## src/rtl/toggle_pkg.sv

```systemverilog
// Shared definitions for toggle-signalling blocks.
//   TGL_SYNC_STAGES_DEF : default synchroniser depth
//   TGL_CNT_W_DEF       : default pending-counter width
//   cnt_op_t            : pending-counter operation decoded each cycle
package toggle_pkg;

  localparam int TGL_SYNC_STAGES_DEF = 2;
  localparam int TGL_CNT_W_DEF       = 4;

  typedef enum logic [1:0] {
    NONE     = 2'd0,
    INC      = 2'd1,
    DEC      = 2'd2,
    HOLD_SAT = 2'd3
  } cnt_op_t;

endpackage : toggle_pkg

```

## src/rtl/sync_chain.sv

```systemverilog
// Multi-flop level synchroniser.
//   clk   : sampling clock
//   rst_n : asynchronous active-low reset, all stages to 0
//   din   : asynchronous level input
//   dout  : synchronised level, DEPTH cycles behind din
module sync_chain #(
  parameter int DEPTH = 2
) (
  input  logic clk,
  input  logic rst_n,
  input  logic din,
  output logic dout
);

  logic [DEPTH-1:0] s_q;
  logic [DEPTH-1:0] s_d;

  always_comb begin
    s_d    = s_q;
    s_d[0] = din;
    for (int i = 1; i < DEPTH; i++) begin
      s_d[i] = s_q[i-1];
    end
  end

  always_ff @(posedge clk or negedge rst_n) begin
    if (!rst_n) begin
      s_q <= '0;
    end else begin
      s_q <= s_d;
    end
  end

  assign dout = s_q[DEPTH-1];

endmodule : sync_chain

```

## src/rtl/toggle_rx.sv

```systemverilog
// Toggle-signalling receiver: turns each level change on tgl_in into a
// one-cycle pulse and queues the events in a saturating pending counter
// drained through a valid/ready handshake.
//   clk      : single clock, rising edge
//   rst_n    : asynchronous active-low reset
//   tgl_in   : toggle level from the sender, one event per transition
//   clr      : synchronous clear of pending count and overflow flag
//   pulse    : one-cycle strobe per detected transition
//   ev_valid : pending count is non-zero
//   ev_ready : consumer accepts one event when ev_valid && ev_ready
//   ev_count : current pending count
//   overflow : sticky, an event was lost while the count was saturated
module toggle_rx
  import toggle_pkg::*;
#(
  parameter int SYNC_STAGES = TGL_SYNC_STAGES_DEF,
  parameter int CNT_W       = TGL_CNT_W_DEF
) (
  input  logic             clk,
  input  logic             rst_n,
  input  logic             tgl_in,
  input  logic             clr,
  output logic             pulse,
  output logic             ev_valid,
  input  logic             ev_ready,
  output logic [CNT_W-1:0] ev_count,
  output logic             overflow
);

  localparam logic [CNT_W-1:0] CNT_MAX = {CNT_W{1'b1}};

  logic             sync_lvl;
  logic             prev_q, prev_d;
  logic             pulse_q, pulse_d;
  logic [CNT_W-1:0] cnt_q, cnt_d;
  logic             ovf_q, ovf_d;
  logic             edge_det;
  logic             pop;
  cnt_op_t          cnt_op;

  sync_chain #(
    .DEPTH (SYNC_STAGES)
  ) u_sync (
    .clk   (clk),
    .rst_n (rst_n),
    .din   (tgl_in),
    .dout  (sync_lvl)
  );

  assign edge_det = sync_lvl ^ prev_q;
  assign pop      = ev_valid & ev_ready;

  // An edge and a pop in the same cycle cancel, even when saturated, so
  // that case never counts as a lost event.
  always_comb begin
    cnt_op = NONE;
    if (edge_det && pop) begin
      cnt_op = NONE;
    end else if (edge_det) begin
      cnt_op = (cnt_q == CNT_MAX) ? HOLD_SAT : INC;
    end else if (pop) begin
      cnt_op = DEC;
    end
  end

  always_comb begin
    prev_d  = sync_lvl;
    pulse_d = edge_det;
    cnt_d   = cnt_q;
    ovf_d   = ovf_q;
    if (clr) begin
      cnt_d = '0;
      ovf_d = 1'b0;
    end else begin
      case (cnt_op)
        INC:      cnt_d = cnt_q + CNT_W'(1);
        DEC:      cnt_d = cnt_q - CNT_W'(1);
        HOLD_SAT: ovf_d = 1'b1;
        default:  cnt_d = cnt_q;
      endcase
    end
  end

  always_ff @(posedge clk or negedge rst_n) begin
    if (!rst_n) begin
      prev_q  <= 1'b0;
      pulse_q <= 1'b0;
      cnt_q   <= '0;
      ovf_q   <= 1'b0;
    end else begin
      prev_q  <= prev_d;
      pulse_q <= pulse_d;
      cnt_q   <= cnt_d;
      ovf_q   <= ovf_d;
    end
  end

  assign pulse    = pulse_q;
  assign ev_valid = (cnt_q != '0);
  assign ev_count = cnt_q;
  assign overflow = ovf_q;

endmodule : toggle_rx

```

## config.mk

```make
export PLATFORM = sky130hd
export DESIGN_NAME = toggle_rx
export DESIGN_NICKNAME = d
export VERILOG_FILES = /design/src/rtl/toggle_pkg.sv /design/src/rtl/sync_chain.sv /design/src/rtl/toggle_rx.sv
export SDC_FILE = /design/constraint.sdc
export NUM_CORES = 1
export LEC_CHECK = 0
export BUFFER_PORTS_ARGS = -buffer_cell sky130_fd_sc_hd__buf_4
export CORE_AREA = 2 2 39 41
export DETAILED_ROUTE_END_ITERATION = 6
export DIE_AREA = 0 0 41 43
export HOLD_SLACK_MARGIN = 0.08
export SYNTH_ARGS = -nofsm -noshare
export SYNTH_HDL_FRONTEND = slang
export SYNTH_SLANG_ARGS = --single-unit
```

## constraint.sdc

```tcl
create_clock -name clk -period 5.5 [get_ports clk]
set_input_delay 1.1 -clock clk [delete_from_list [all_inputs] [get_ports clk]]
set_output_delay 1.1 -clock clk [all_outputs]
set_load 0.02 [all_outputs]
```

==> results_dict.tcl <==
set metrics [dict create \
    reg2regPathDepth 7 \
    ys_seq_elements 9 \
    synth_enable_flop_cells 0 \
    ir_drop_mv 0.165 \
    end_kind "output pin" \
    drive_gt1_share_pct 38.9 \
    yosysMostFrequentCell "dfrtp_1" \
    die-height_um 43 \
    routed_wl_um 947 \
    layout_setup_ws_ns 2.77 \
    root_buffer "clkbuf_4" \
    synth_cell_types 26 \
    cts_tree "done" \
    clock_sinks 9 \
    cts_max_level 1 \
    setup_viol 0 \
    grt_max_degree 10 \
    syn_area_um2 484 \
    rows 14 \
    clock_skew_ns 0.00202 \
    final.setup.tns_ns 0 \
    cap_violations 0 \
    yosysSeqAreaShare_pct 46.5 \
    rsz0062_at_grt "false" \
    holdWs_ns 0.350 \
    syn_inst 39 \
    die_area_mm2 0.00176 \
    pre_cts_ws_ns 2.55 \
    p_clk_share_pct 16.9 \
    insertion_delay_ns 0.27 \
    worst_slew_pin_slew_ns 0.427 \
    final.period_utilization_pct 49.6 \
    p_sw_mw 0.133 \
    power_density_mw_per_mm2 504 \
    path_class "reg2out" \
    n_antenna_cell 0 \
    p_leak_nw 0.281 \
    status "completed" \
    cts.clk_slew.worst_paths_ns 0.06 \
    critPathRequiredTime_ns 4.40 \
    ys.flop_type "dfrtp_1" \
    antenna_left 0 \
    port_buffers 11 \
    final_hold_viol_count 0 \
    post_cts_resized 0 \
    antenna_found_initial 0 \
    cts_buffer_depth 2 \
    grt_pass1_vias 328 \
    crit_arrival_ns 1.63 \
    gpl.final_weighted_congestion 0.693 \
    fin_crit_ns 2.73 \
    start_kind "register" \
    internal_power_mw 0.177 \
    grt_pass1_wl_um 1390 \
    seqPwrFrac_pct 35.4 \
    core_mm2 0.00138 \
    post_cts_buffers 0 \
    drt_iter0_drc 4 \
    slew_viol_final 0 \
    holdPathStages 0 \
    synth_top_area_cell "dfrtp_1" \
    fin_area_um2 614 \
    max_freq_mhz 366 \
    drt-pass1-iter-count 4 \
    syn_area_per_cell_um2 12.4 \
    synthToLayoutAreaGrowth_pct 26.9 \
    initial_core_util_pct 35.0 \
    ctsHoldBuffers 0 \
    ys.warnings.count 0 \
    grtUsageTotal_pct 12.6 \
    num_vias 399 \
    swShare_pct 42.9 \
    async_flop_share_pct 100 \
    via_per_inst 5.70 \
    pwr-share-comb_pct 47.6 \
    synthTopCellsByArea "dfrtp_1 47%, o41ai_4 5.7%, ha_1 5.2%, fa_1 4.1%, or4b_1 4.1%" \
    drc_errors 0 \
    worst_slew_margin_rel_pct 70.8 \
    syn_nets 47 \
    dpl.hpwl_um 709 \
    die_w_um 41 \
    cts_buffers 3 \
    placed_area_um2 587 \
    path_max_fanout 8 \
    min_path_type "reg2reg" \
    synthDominantCellAreaShare_pct 46.5 \
    io_pins 12 \
    grt_remaining_overflow 0 \
    final_nets 63 \
    wl_per_cell_um 13.5 \
]
logic make-up (layout without fill, tap and decap cells):
family / after synthesis / count (layout) / share of synthesized area (%)
simple gates: 14 / 14 / 18.6
compound gates: 10 / 10 / 19.9
flops: 9 / 9 / 46.5
fa+ha+maj: 3 / 3 / 9.30
xor+xnor: 2 / 2 / 3.62
mux: 1 / 1 / 2.07
buf+inv: 0 / 15 / 0
routing by layer:
layer	global-route usage [%]	vias to the layer above	routed length, µm
met1	14.3	198	424
met2	17.8	13	449
met5	0	-	0
met4	6.00	0	9
met3	7.85	2	63
li1	-	186	-
stage by stage:
| step | power, mW | std cells | util [%] |
|---|---|---|---|
| 3_5_place_dp | 0.261 | 66 | 42.4 |
| 6_report | 0.310 | 70 | 44.4 |
| 4_1_cts | 0.313 | 70 | 44.4 |
| 3_3_place_gp | 0.257 | 66 | 42.4 |
| 5_1_grt | 0.335 | 70 | 44.4 |
| 2_1_floorplan | 0.206 | 39 | - |
state kept, by name, indices dropped and copies added, names as in the netlist:
register / count
u_sync.s_q: 2
ev_count: 4
overflow: 1
prev_q: 1
pulse: 1
power by group through the flow:
| stage | logic, mW | clock network (mW) | registers (mW) |
|---|---|---|---|
| after global placement | 0.146 | 0 | 0.112 |
| after global routing | 0.163 | 0.0584 | 0.113 |
| final | 0.148 | 0.0525 | 0.110 |
| after floorplan | 0.0849 | 0 | 0.121 |
| after CTS | 0.149 | 0.0537 | 0.110 |
| after detailed placement | 0.149 | 0 | 0.112 |
layout make-up:
type / count / area [µm²]
multi-input combinational: 30 / 259
sequential: 9 / 225
clock inverter: 1 / 5.00
fill: 134 / 769
tap: 16 / 20.0
timing repair buffer: 11 / 82.6
clock buffer: 3 / 22.5
critical path: stages, from the launching register on:
cell and delay (ns):
dfrtp_1 0.50, or4_2 0.68, buf_4 0.18
final timing paths:
path / slack (ns) / to / startpoint
setup / recovery: 2.77 / ev_valid / ev_count[0]
hold / removal: 0.35 / u_sync.s_q[1] / u_sync.s_q[0]
setup reg to reg: 3.02 / ev_count[3] / ev_count[0]
hold reg to reg: 0.35 / u_sync.s_q[1] / u_sync.s_q[0]
max in group asynchronous: 4.72 / ev_count[1] / rst_n
min in group asynchronous: 0.64 / pulse / rst_n
cells in the final DEF, fill, tap and decap left out, types with 2 or more instances in the layout:
| master | count |
|---|---|
| clkbuf_4 | 3 |
| dfrtp_1 | 9 |
| nor3_1 | 2 |
| nand2b_1 | 2 |
| ha_1 | 2 |
| buf_4 | 11 |
| nor2_1 | 2 |
| or4b_1 | 2 |
Note: power is estimated with default switching activity, not from simulation.
